## config.mk

```make
export PLATFORM = sky130hd
export DESIGN_NAME = fpadder_driver_flat
export DESIGN_NICKNAME = d
export VERILOG_FILES = /design/src/rtl/fpadder_driver_pkg.sv /design/src/rtl/fpadder_driver_if.sv /design/src/rtl/fpadder_driver.sv /design/src/flat_wrapper.sv
export SDC_FILE = /design/constraint.sdc
export NUM_CORES = 1
export LEC_CHECK = 0
export CORE_MARGIN = 4
export CORE_UTILIZATION = 35
export DETAILED_ROUTE_END_ITERATION = 8
export PLACE_DENSITY = 0.69
export SLEW_MARGIN = 20
export SYNTH_ARGS = -nofsm -noshare
export SYNTH_HDL_FRONTEND = slang
export SYNTH_SLANG_ARGS = --single-unit
```

## constraint.sdc

```tcl
create_clock -name clock -period 1.63 [get_ports clock]
set_input_delay 0.4075 -clock clock [delete_from_list [all_inputs] [get_ports clock]]
set_output_delay 0.4075 -clock clock [all_outputs]
set_load 0.02 [all_outputs]
```

## src/rtl/fpadder_driver_pkg.sv

```systemverilog
// Shared types and constants for the fpadder driver.
// State enum plus the adder's zero and NaN encodings.
package fpadder_pkg;

    typedef enum logic [1:0] {
        WAIT_RDY,
        WIN2,
        BSLOT,
        BUSY
    } fpdrv_state_t;

    localparam logic [31:0] FP_ZERO = 32'h0000_0000;
    localparam logic [31:0] FP_QNAN = 32'hFFFF_FFFF;

endpackage

```

## src/rtl/fpadder_driver_if.sv

```systemverilog
// Operand and result valid/ready streams of the fpadder driver.
// master is the controller side, slave is the driver side.
interface fpadder_driver_if;

    logic        op_valid;
    logic        op_ready;
    logic [31:0] op_a;
    logic [31:0] op_b;
    logic        res_valid;
    logic        res_ready;
    logic [31:0] res_sum;

    modport master (
        output op_valid, op_a, op_b, res_ready,
        input  op_ready, res_valid, res_sum
    );

    modport slave (
        input  op_valid, op_a, op_b, res_ready,
        output op_ready, res_valid, res_sum
    );

endinterface

```

## src/rtl/fpadder_driver.sv

```systemverilog
// Sequences operand pairs into the free-running serial fpadder.
// Optional watchdog on a stuck adder: define FPADDER_DRV_TIMEOUT_EN.
module fpadder_driver
    import fpadder_pkg::*;
#(
    parameter int unsigned TIMEOUT_CYCLES = 512
) (
    input  logic            clock,
    input  logic            nreset,
    fpadder_driver_if.slave drv,
    output logic [31:0]     add_a,
    input  logic            add_ready,
    input  logic [31:0]     add_sum,
    output logic            timeout_err
);

    typedef logic [$clog2(TIMEOUT_CYCLES + 1)-1:0] wd_t;

    fpdrv_state_t r_state;
    logic         r_ready_d;
    logic         r_pend_valid;
    logic [31:0]  r_pend_a;
    logic [31:0]  r_pend_b;
    logic [31:0]  r_b_lat;
    logic         r_issued;
    logic [31:0]  r_add_a;
    logic         r_res_valid;
    logic [31:0]  r_res_sum;

    logic w_rise;
    logic w_start;
    logic w_capture;
    logic w_issue;
    logic w_accept;

    // A rise in BUSY both completes the old window and opens the next one.
    assign w_rise    = add_ready & ~r_ready_d;
    assign w_start   = w_rise & ((r_state == WAIT_RDY) | (r_state == BUSY));
    assign w_capture = w_rise & (r_state == BUSY) & r_issued;
    assign w_issue   = r_pend_valid & ~r_res_valid & ~w_capture;
    assign w_accept  = drv.op_valid & ~r_pend_valid;

    assign drv.op_ready  = ~r_pend_valid;
    assign drv.res_valid = r_res_valid;
    assign drv.res_sum   = r_res_sum;
    assign add_a         = r_add_a;

`ifdef FPADDER_DRV_TIMEOUT_EN
    wd_t  r_wd;
    logic r_timeout;
    logic w_wd_hit;

    assign w_wd_hit = (r_state == BUSY) & ~w_rise
                    & (r_wd == wd_t'(TIMEOUT_CYCLES - 1));
    assign timeout_err = r_timeout;

    always_ff @(posedge clock or negedge nreset) begin
        if (!nreset) begin
            r_wd      <= '0;
            r_timeout <= 1'b0;
        end else begin
            if ((r_state != BUSY) || w_rise)
                r_wd <= '0;
            else
                r_wd <= r_wd + 1'b1;
            if (w_wd_hit)
                r_timeout <= 1'b1;
        end
    end
`else
    assign timeout_err = 1'b0;
`endif

    always_ff @(posedge clock or negedge nreset) begin
        if (!nreset) begin
            r_state      <= WAIT_RDY;
            r_ready_d    <= 1'b0;
            r_pend_valid <= 1'b0;
            r_pend_a     <= FP_ZERO;
            r_pend_b     <= FP_ZERO;
            r_b_lat      <= FP_ZERO;
            r_issued     <= 1'b0;
            r_add_a      <= FP_ZERO;
            r_res_valid  <= 1'b0;
            r_res_sum    <= FP_ZERO;
        end else begin
            r_ready_d <= add_ready;

            if (w_accept) begin
                r_pend_valid <= 1'b1;
                r_pend_a     <= drv.op_a;
                r_pend_b     <= drv.op_b;
            end else if (w_start && w_issue) begin
                r_pend_valid <= 1'b0;
            end

            if (w_capture) begin
                r_res_valid <= 1'b1;
                r_res_sum   <= add_sum;
            end else if (drv.res_ready) begin
                r_res_valid <= 1'b0;
            end

            // Idle windows feed 0+0 so the adder takes its fast path.
            if (w_start) begin
                r_issued <= w_issue;
                r_add_a  <= w_issue ? r_pend_a : FP_ZERO;
                r_b_lat  <= r_pend_b;
            end

            unique case (r_state)
                WAIT_RDY: begin
                    if (w_rise)
                        r_state <= WIN2;
                end
                WIN2: begin
                    r_add_a <= r_issued ? r_b_lat : FP_ZERO;
                    r_state <= BSLOT;
                end
                BSLOT: begin
                    r_state <= BUSY;
                end
                BUSY: begin
                    if (w_rise) begin
                        r_state <= WIN2;
                    end
`ifdef FPADDER_DRV_TIMEOUT_EN
                    else if (w_wd_hit) begin
                        r_issued <= 1'b0;
                        r_state  <= WAIT_RDY;
                    end
`endif
                end
                default: begin
                    r_state <= WAIT_RDY;
                end
            endcase
        end
    end

endmodule

```

## src/flat_wrapper.sv

```systemverilog
// flat-port wrapper written by rule: the top's interface ports become plain ports
module fpadder_driver_flat import fpadder_pkg::*;
#(
    parameter int unsigned TIMEOUT_CYCLES = 512
)
  (clock, nreset, add_a, add_ready, add_sum, timeout_err, drv_op_valid, drv_op_a, drv_op_b, drv_res_ready, drv_op_ready, drv_res_valid, drv_res_sum);
  fpadder_driver_if drv_i ();
  input  logic clock;
  input  logic nreset;
  output logic [31:0] add_a;
  input  logic add_ready;
  input  logic [31:0] add_sum;
  output logic timeout_err;
  input wire logic [$bits(drv_i.op_valid)-1:0] drv_op_valid;
  input wire logic [$bits(drv_i.op_a)-1:0] drv_op_a;
  input wire logic [$bits(drv_i.op_b)-1:0] drv_op_b;
  input wire logic [$bits(drv_i.res_ready)-1:0] drv_res_ready;
  output wire logic [$bits(drv_i.op_ready)-1:0] drv_op_ready;
  output wire logic [$bits(drv_i.res_valid)-1:0] drv_res_valid;
  output wire logic [$bits(drv_i.res_sum)-1:0] drv_res_sum;
  assign drv_i.op_valid = drv_op_valid;
  assign drv_i.op_a = drv_op_a;
  assign drv_i.op_b = drv_op_b;
  assign drv_i.res_ready = drv_res_ready;
  assign drv_op_ready = drv_i.op_ready;
  assign drv_res_valid = drv_i.res_valid;
  assign drv_res_sum = drv_i.res_sum;
  fpadder_driver #(.TIMEOUT_CYCLES(TIMEOUT_CYCLES)) u_core (.clock(clock), .nreset(nreset), .drv(drv_i), .add_a(add_a), .add_ready(add_ready), .add_sum(add_sum), .timeout_err(timeout_err));
endmodule
```

### Word-level counts from Yosys, hierarchy flattened

Index checks and enable logic that the tools add are counted.

* input bits: 101
* register bits: 166
* output and inout bits: 67
* word-level logic and storage cells: 42

* multiplexer cells: 10
* bitwise gates (word level): 12
* equality and inequality tests: 4
* reductions and logical operators: 6

Operators by type and width (number)
* $mux W32: 4
* $and A1 B1 Y1: 7
* $pmux W2 S3: 1
* $reduce_bool A2 Y1: 3
* $eq A2 B2 Y1 const B: 2
* $mux W1: 4
* $not A1 Y1: 4
* $eq A2 B1 Y1 const B: 1
* $logic_not A2 Y1: 1
* $mux W2: 1
* $ne A2 B1 Y1 const B: 1
* $reduce_or A2 Y1: 1
* $logic_and A1 B1 Y1: 1
* $or A1 B1 Y1: 1

### Depth between registers and ports, before layout

Gate-level depths: netlist of run 1.

* word-level depth: 9
* depth in mapped cells: 7
* mapped depth without buffers: 5

### Least setup slack after synthesis of run 1

Ideal clock, no wire load.

* path kind: flip-flop to flip-flop
* from: register u_core.r_state[0]
* to: register u_core.r_add_a[13] (netlist: u_core.add_a[13])
* arrival time: 1.408 ns
* stages on the path, launching flop included: 7
* library setup time: 0.130 ns
* setup slack: 0.092 ns
* path through: dfrtp_1 ha_1 and3b_1 buf_4 buf_2 nor3_1 a31oi_1

* cells in the longest elaborated chain, start to end: 8

RTL lines
* start, declared: RTL line fpadder_driver.sv:19 `fpdrv_state_t r_state;`
* start signal, assigned: RTL line fpadder_driver.sv:76 `r_state <= WAIT_RDY;`
* start signal, assigned: RTL line fpadder_driver.sv:114 `r_state <= WIN2;`
* start signal, assigned: RTL line fpadder_driver.sv:118 `r_state <= BSLOT;`
* $eq A2 B2 Y1: RTL line fpadder_driver.sv:38, fpadder_driver.sv:39
* $and A1 B1 Y1 (2 in series): RTL line fpadder_driver.sv:39 `assign w_capture = w_rise & (r_state == BUSY) & r_issued;`
* $not A1 Y1: RTL line fpadder_driver.sv:40 `assign w_issue = r_pend_valid & ~r_res_valid & ~w_capture;`
* $and A1 B1 Y1: RTL line fpadder_driver.sv:40
* $mux W32: RTL line fpadder_driver.sv:107 `r_add_a <= w_issue ? r_pend_a : FP_ZERO;`
* $mux W32: RTL line fpadder_driver.sv:105 `if (w_start) begin`
* $mux W32: RTL line fpadder_driver.sv:111 `unique case (r_state)`
* end signal, assigned: RTL line fpadder_driver.sv:107
* end signal, assigned: RTL line fpadder_driver.sv:117 `r_add_a <= r_issued ? r_b_lat : FP_ZERO;`
* end, declared: RTL line fpadder_driver.sv:26 `logic [31:0] r_add_a;`

Several ways; a longest one is shown, not always the timed one. The select of a mux whose other input is x is not followed.
A chain may end at the register's enable or synchronous reset.

### Worst setup path after layout of run 1

* from: register u_core.r_add_a[20] (netlist: u_core.add_a[20])
* to: output add_a[20]

RTL lines
* end, declared: RTL line flat_wrapper.sv:10 `output logic [31:0] add_a;`

No word-level cell between the ends.

==> reports/metrics.cfg, run 1 <==
[drt]
viasPerCell = 4.85
route.detailed.drc = 0
post_drt_wl_per_cell_um = 16.5
drtIter0Drc = 271
vias = 4847
ant_nets = 0
drtPass1Iterations = 4
routed_wl_um = 16500

[synth]
ys_warn_count = 0
synth_fp_nets = 657
synth_top_cell_by_area = dfrtp_1
synth.top_cell.area_share = 0.613
postSynthCellCount = 553
ys_seq_area_frac = 0.613
synthTopCellsByArea = dfrtp_1 (61%), mux2_2 (15%), nand2_1 (7.3%)
syn_area_mm2 = 0.00677
avgSynthCellArea_um2 = 12.2
ys_seq_elements = 166
synth_cell_types = 24

[placement]
place.gp.congestion = 0.747
dp_cells = 961
post_dp_cell_area_mm2 = 0.00887
hpwlAfterDp_um = 11000
io_buffers = 166

[power]
p_total_mw = 18.6
seqPwrFrac = 0.394
p_switching_mw = 6.41
p_per_area_mw_per_mm2 = 1950
power.internal_mw = 12.2
clockPowerShare = 0.215
power_frac_comb = 0.391
p_sw_frac = 0.345
peakVddDrop_mv = 0.801
p_leak_nw = 4.22

[sta]
clock_skew_ns = 0.00967
fin_crit_ns = 1.57
hold_viol_final = 0
maxSlewViolCount = 0
tns_ns = 0
finalCritPeriodShare = 0.963
rsz0062_at_grt = no
fin_hold_ws_ns = 0.415
setup_viol = 0
fmax_mhz = 637

[critical_path]
critPathCaptureType = output pin
r2r_start = u_core.r_state[1]$_DFFE_PN0P_
worstPathMaxFanout = 2
critical-path-slowest-cell = dfrtp_1
crit_chain = dlygate4sd2_1
critical_path_required_ns = 1.22
arrival_ns = 1.16
cp_top_family = flip-flops
worst-path-buf-inv = 1
cp_slowest_stage_delay_ns = 0.41
setup.worst_path.start_class = flop
crit_start = u_core.add_a[20]$_DFFE_PN0P_
criticalPathCategory = reg -> out

[global_routing]
gr-total-overflow = 0
grt_usage = 0.151
grt_pass1_vias = 4905
grt_pass1_wl_um = 26200
grt_max_degree = 64
antenna_found_initial = 0

[floorplanning]
core_area_mm2 = 0.0189
fp.dieW_um = 147
start_util = 0.358
rows = 50
die_area_mm2 = 0.0216
ioPinCount = 168
die_y_um = 147

[run]
maxCapViolations = 0

[finish]
num_antenna_cells = 0
design_area_mm2 = 0.00955
area_delta_synth_final_pct = 41.0
final_common_cell = dfrtp_1
mostFrequentLayoutCells = dfrtp_1 (165), nand2_1 (132), clkdlybuf4s50_1 (99)
drive_gt1_frac = 0.231
finalNetCount = 831
final_cells = 1000

[clock_network]
numCtsBuffers = 17
clkLatencyLatePin_ns = 0.42
cts_sinks = 166
htree_levels = 4
cts-root-buf = clkbuf_16
path_clk_slew_ns = 0.06
cts_tree = done
clockBufferDepth = 2

[hold_path]
hold_path.class = in -> async

[run_status]
outcome = finished clean

[synth_stat cells (all sizes together)]
library cell,n
nand3b,1
clkbuf,10
nand2b,2
nor3,32
o21ai,1
nor2b,2
dfrtp,166
and2,1
inv,3
conb,1
buf,33
o21a,1
a31oi,32
nand3,1
a31o,1
nand4b,33
a21oi,1
and3b,1
mux2,96
nand2,132
ha,3
[worst paths after layout]
check / endpoint / slack, ns / cells past startpoint
setup / recovery: add_a[20] / 0.06 / 1
hold / removal: u_core.r_b_lat[23]$_DFFE_PN0P_ / 0.42 / 2
setup reg to reg: u_core.add_a[15]$_DFFE_PN0P_ / 0.07 / 7
hold reg to reg: u_core.r_b_lat[4]$_DFFE_PN0P_ / 0.46 / 2
max in group asynchronous: u_core.r_state[0]$_DFFE_PN0P_ / 0.57 / 3
min in group clock: u_core.r_b_lat[4]$_DFFE_PN0P_ / 0.46 / 2
[logic make-up (layout without fill, tap and decap cells)]
kind of cell,count (synthesis),after routing,share of synthesized area
flip-flops,166,166,0.613
AO/OA/AOI/OAI,36,36,0.0334
other,1,1,0.000554
multiplexers,96,96,0.163
AND/OR/NAND/NOR,205,205,0.147
buffers and inverters,46,233,0.0368
adder cells (fa/ha/maj),3,3,0.00554
[routing by layer]
layer  global-route usage  share of wire  wire, µm  vias to the layer above
met5                    0              0         0                        -
met1                0.207           0.46      7600                     2415
met2                0.238           0.47      7810                      146
met4               0.0424          0.012       193                        0
li1                     -              -         -                     2271
met3               0.0404          0.055       906                       15
[sequential cells by signal (all words and copies together) (netlist names), 2 cells and up]
register	count
u_core.r_state	2
u_core.r_pend_a	32
u_core.drv.res_sum	32
u_core.r_pend_b	32
u_core.r_b_lat	32
u_core.add_a	32
[power by group through the flow]
| stage | Combinational, mW | Sequential (mW) | Clock (mW) |
|---|---|---|---|
| 2_1_floorplan | 3.65 | 8.10 | 0 |
| 3_3_place_gp | 7.53 | 7.38 | 0 |
| 3_5_place_dp | 7.68 | 7.42 | 0 |
| 4_1_cts | 7.12 | 7.34 | 4.10 |
| 5_1_grt | 7.92 | 7.61 | 4.27 |
| 6_report | 7.27 | 7.33 | 3.99 |
[worst register-to-register path, stage by stage, from the launching register on]
cell,delay (ns)
dfrtp_1,0.39
inv_1,0.12
ha_4,0.22
and3b_4,0.21
buf_12,0.14
clkbuf_16,0.16
nor3_1,0.14
a31oi_1,0.06
[stage by stage]
stage | util | worst slack, ns
floorplan | - | 0.0919
global placement | 0.469 | -0.197
detailed placement | 0.469 | -0.214
CTS | 0.497 | 0.00926
global route | 0.505 | 0.00200
finish | 0.505 | 0.0606
[what timing repair did]
action | CTS | global route
cloned | 0 | 4
endpoints found under the setup margin | 66 | 35
hold endpoints to repair | 23 | 0
buffers inserted | 0 | 2
hold buffers | 1 | 0
resized for setup | 68 | 8
[area by class of cell]
| type | count | area (µm²) |
|---|---|---|
| fill | 1702 | 9350 |
| inverter | 3 | 11.3 |
| clock inverter | 12 | 125 |
| sequential | 166 | 4160 |
| clock buffer | 20 | 467 |
| tap | 260 | 325 |
| timing repair buffer | 198 | 2050 |
| multi-input combinational | 341 | 2410 |
Note: power is estimated with default switching activity, not from simulation.
==> run 2, diff against run 1 <==
CORE_MARGIN = 2   (was 4)
==> run 2 against run 1 <==
Compared with the run above: global-route usage is 1.3 points higher; count of clock-buffer cells in the layout is 2 higher; via count is 1.4% higher; setup slack worse by 0.0069 ns; critical path type unchanged.
==> reports/metrics.cfg, run 2 (synthesis results as in run 1) <==
[critical_path]
arrival_ns = 1.17  ; about the same
critical-path-slowest-cell = dfrtp_1
setup.worst_path.start_class = flop
crit_chain = dlygate4sd2_1
critical_path_required_ns = 1.22  ; about the same
worst-path-buf-inv = 1  ; unchanged
critPathCaptureType = output pin
cp_slowest_stage_delay_ns = 0.41  ; about the same
worstPathMaxFanout = 2  ; unchanged
cp_top_family = flip-flops
criticalPathCategory = reg -> out

[placement]
dp_cells = 963  ; +0.21%
hpwlAfterDp_um = 11700  ; +6.3%
place.gp.congestion = 0.814  ; +8.9%
io_buffers = 166  ; unchanged
post_dp_cell_area_mm2 = 0.00888  ; +0.11%

[clock_network]
clockBufferDepth = 2  ; unchanged
cts_sinks = 166  ; unchanged
cts_tree = done
numCtsBuffers = 17  ; unchanged
path_clk_slew_ns = 0.06  ; about the same
htree_levels = 4  ; unchanged
clkLatencyLatePin_ns = 0.42  ; about the same
cts-root-buf = clkbuf_16

[finish]
num_antenna_cells = 0  ; unchanged
mostFrequentLayoutCells = dfrtp_1 (165), nand2_1 (132), clkdlybuf4s50_1 (99)
design_area_mm2 = 0.00956  ; +0.17%
area_delta_synth_final_pct = 41.2
final_cells = 1002  ; +0.20%
multi_input_area_mm2 = 0.00240  ; -0.31%
regArea_mm2 = 0.00416  ; unchanged
fillCellCount = 1654  ; -2.8%
final_common_cell = dfrtp_1
drive_gt1_frac = 0.228  ; -0.00332
finalNetCount = 835  ; +0.48%

[drt]
viasPerCell = 4.90  ; +1.2%
drtIter0Drc = 267  ; -1.5%
routed_wl_um = 16700  ; +0.98%
route.detailed.drc = 0  ; unchanged
drtPass1Iterations = 4  ; unchanged
ant_nets = 0  ; unchanged
vias = 4913  ; +1.4%
post_drt_wl_per_cell_um = 16.6  ; +0.77%

[run_status]
outcome = finished clean

[power]
p_per_area_mw_per_mm2 = 1950  ; +0.17%
peakVddDrop_mv = 0.897  ; +12%
p_leak_nw = 4.22  ; -0.13%

[floorplanning]
fp.dieW_um = 143  ; -2.7%
core_area_mm2 = 0.0188  ; -0.33%
rows = 50  ; unchanged
ioPinCount = 168  ; unchanged
die_y_um = 143  ; -2.7%
start_util = 0.360  ; +0.00119
die_area_mm2 = 0.0205  ; -5.4%

[hold_path]
hold_path.class = in -> async

[sta]
rsz0062_at_grt = no
finalCritPeriodShare = 0.967  ; +0.00425
fin_crit_ns = 1.58  ; +0.00692 ns
maxSlewViolCount = 0  ; unchanged
clock_skew_ns = 0.00833  ; -0.00134 ns
fmax_mhz = 634  ; -0.44%
setup_viol = 0  ; unchanged
hold_viol_final = 0  ; unchanged

[global_routing]
grt_pass1_wl_um = 26100  ; -0.32%
antenna_found_initial = 0  ; unchanged
gr-total-overflow = 0  ; unchanged
grt_pass1_vias = 5018  ; +2.3%
grt_max_degree = 54  ; -16%
grt_usage = 0.164  ; +0.0130

[run]
maxCapViolations = 0  ; unchanged

[run 2: cell count changes in the layout (fill, tap and decap cells not counted), sizes merged]
| cell | delta |
|---|---|
| clkinv | -7 |
| buf | +5 |
| clkinvlp | +2 |
| bufinv | +1 |
| clkbuf | -1 |
| clkdlybuf4s15 | +1 |
| dlygate4sd2 | +1 |
[run 2: worst paths after layout]
kind | startpoint | end | slack [ns] | depth (start not counted)
max reg2reg | u_core.r_state[0]$_DFFE_PN0P_ | u_core.drv.res_sum[24]$_DFFE_PN0P_ | 0.06 | 5
min in group clock | u_core.r_pend_b[25]$_DFFE_PN0P_ | u_core.r_b_lat[25]$_DFFE_PN0P_ | 0.46 | 2
max in group asynchronous | nreset | u_core.r_pend_a[28]$_DFFE_PN0P_ | 0.63 | 3
max | u_core.add_a[11]$_DFFE_PN0P_ | add_a[11] | 0.05 | 1
min reg2reg | u_core.r_pend_b[25]$_DFFE_PN0P_ | u_core.r_b_lat[25]$_DFFE_PN0P_ | 0.46 | 2
min | nreset | u_core.r_pend_b[29]$_DFFE_PN0P_ | 0.40 | 2
[run 2: through the flow]
stage          power [mW]  worst slack, ns  hold slack (ns)  utilization  TNS, ns
2_1_floorplan        11.7           0.0919            0.112            -        0
5_1_grt              19.8          0.00753            0.423        0.508        0
3_3_place_gp         14.8           -0.192            0.282        0.471   -23.23
6_report             18.7           0.0537            0.403        0.508        0
3_5_place_dp         15.1           -0.250            0.283        0.471   -28.45
4_1_cts              18.6          0.00369            0.393        0.499        0
[run 2: routing by layer]
layer | up-vias | share of wire | GRT usage
met4 | 0 | 0.025 | 0.0657
li1 | 2278 | - | -
met3 | 28 | 0.057 | 0.0386
met5 | - | 0 | 0
met1 | 2442 | 0.45 | 0.217
met2 | 165 | 0.47 | 0.261
[run 2: final cells by class]
cell class	instances	area share
clock buffer	22	0.0485
clock inverter	8	0.0130
tap	260	0.0340
inverter	3	0.00118
sequential	166	0.435
timing repair buffer	202	0.217
multi-input combinational	341	0.252
[run 2: repair_timing]
item | CTS | global route
gates resized for setup | 66 | 13
setup endpoints to repair | 66 | 34
cloned | 0 | 3
setup buffers | 0 | 5
hold buffers | 1 | 0
hold endpoints to repair | 19 | 0
[run 2: report_power, final]
group | leakage (nW) | total, mW | internal (mW) | switching, mW
clock network | 0.282 | 4.04 | 2.47 | 1.56
registers | 1.99 | 7.41 | 6.19 | 1.22
logic | 1.94 | 7.21 | 3.57 | 3.65
total | 4.22 | 18.7 | 12.2 | 6.42
==> edit: new RTL, config.mk and constraints of run 1 <==
The option `FPADDER_DRV_TIMEOUT_EN` is turned on by a define.
--- a/src/rtl/fpadder_driver.sv
+++ b/src/rtl/fpadder_driver.sv
@@ -1,4 +1,6 @@
 // Sequences operand pairs into the free-running serial fpadder.
 // Optional watchdog on a stuck adder: define FPADDER_DRV_TIMEOUT_EN.
+`define FPADDER_DRV_TIMEOUT_EN
+
 module fpadder_driver
     import fpadder_pkg::*;
Function: no difference found for any inputs over 10 cycles, from zero or initial values and one cycle with nreset low; that may be too few to reach the edited logic, so the function may still have changed.
==> edit against run 1 <==
Worst setup slack lost 0.17 ns; synthesized area grew 6.9%; final area grew 15%; critical path type is now register to register; routed wire length grew 15%; non-clock buffer count grew 31; global-route usage grew 1.2 points; hold slack gained 0.051 ns; power grew 19%; the flow now finishes with violations (negative setup slack); final cell count grew 9.1%; sequential cell count grew 11; synthesized cell count grew 8.7%; largest power group is now combinational logic; critical endpoint is now u_core.add_a[3]$_DFFE_PN0P_.
==> edit: results (changes against run 1) <==
Synth area leaders=dfrtp_1 (61%), mux2_2 (15%), nand2_1 (6.8%); syn avg cell area=12.0 um^2 (-1.7%); postcts setup bufs=12 (+12); nonclk buf count=229 (+16%); CP max stage delay=0.39 ns (-0.02 ns); Top delay family on crit path=buffers and inverters; Leak Pwr=4.83 nW (+15%); vias=5348 (+10%); register area share after synthesis=0.612 (-0.00131); CP max FO=4 (+2); core area=20300 um^2 (+7.4%); HPWL Detailed=12300 um (+12%); worst setup margin=-0.106 ns (-0.166 ns); met2 Track Usage GR=0.268 (+0.0291); Total GRT Usage=0.163 (+0.0117); clock skew=0.00946 ns (-0.000212 ns); top cells by count, synth=dfrtp_1 (177), nand2_1 (132), mux2_2 (96); Critical Path AT=2.03 ns (+0.87 ns); Place WS=-0.532 ns (-0.318 ns); layout clock buffer count=19 (-5.0%); DR iter-0 viols=263 (-3.0%); failing checks=negative setup slack; register share of the cell area=0.402 (-0.0333); non-clk buf share=0.215 (+0.000479); seq_cells=177 (+6.6%); setup TNS=-1.42 ns (-1.42 ns); post-cts sizing count=98 (+44%); Placer Congestion=0.776 (+3.9%); area after detailed placement=9790 um^2 (+10%); final setup fails=30 (+30); outcome=finished, violations left; Slowest cell on crit path=dfrtp_2; M1 GR Usage=0.216 (+0.00934); post-synth cell types=34 (+42%); Worst VDD drop=974 uV (+22%)
==> edit: power by group <==
part,switching [mW],total [mW],leakage (nW),internal (mW)
logic,5.00,9.93,2.39,4.93
clock network,1.79,4.11,0.279,2.33
registers,1.64,8.10,2.17,6.46
total,8.43,22.1,4.83,13.7
==> edit: final timing paths <==
path | startpoint | end | slack [ns] | cells past startpoint
hold / removal | u_core.r_pend_b[11]$_DFFE_PN0P_ | u_core.r_b_lat[11]$_DFFE_PN0N_ | 0.47 | 2
hold reg to reg | u_core.r_pend_b[11]$_DFFE_PN0P_ | u_core.r_b_lat[11]$_DFFE_PN0N_ | 0.47 | 2
setup / recovery | u_core.r_state[0]$_DFFE_PN0P_ | u_core.add_a[3]$_DFFE_PN0P_ | -0.11 | 8
setup reg to reg | u_core.r_state[0]$_DFFE_PN0P_ | u_core.add_a[3]$_DFFE_PN0P_ | -0.11 | 8
max in group asynchronous | nreset | u_core.r_pend_a[17]$_DFFE_PN0P_ | 0.58 | 3
min in group asynchronous | nreset | u_core.drv.res_sum[3]$_DFFE_PN0P_ | 0.50 | 2
==> edit: per-layer routing <==
layer,up-vias,part of all wire
li1,2497,-
met1,2706,0.45
met2,131,0.49
met3,14,0.049
met4,0,0.0084
met5,-,0
==> edit: cells by family (layout without fill, tap and decap cells) <==
kind of cell | Yosys count | after routing | synth area share
AO/OA/AOI/OAI | 71 | 71 | 0.0780
AND/OR/NAND/NOR | 196 | 196 | 0.112
XOR/XNOR | 7 | 7 | 0.00847
multiplexers | 98 | 98 | 0.152
buffers and inverters | 47 | 267 | 0.0287
adder cells (fa/ha/maj) | 5 | 5 | 0.00865
flip-flops | 177 | 177 | 0.612
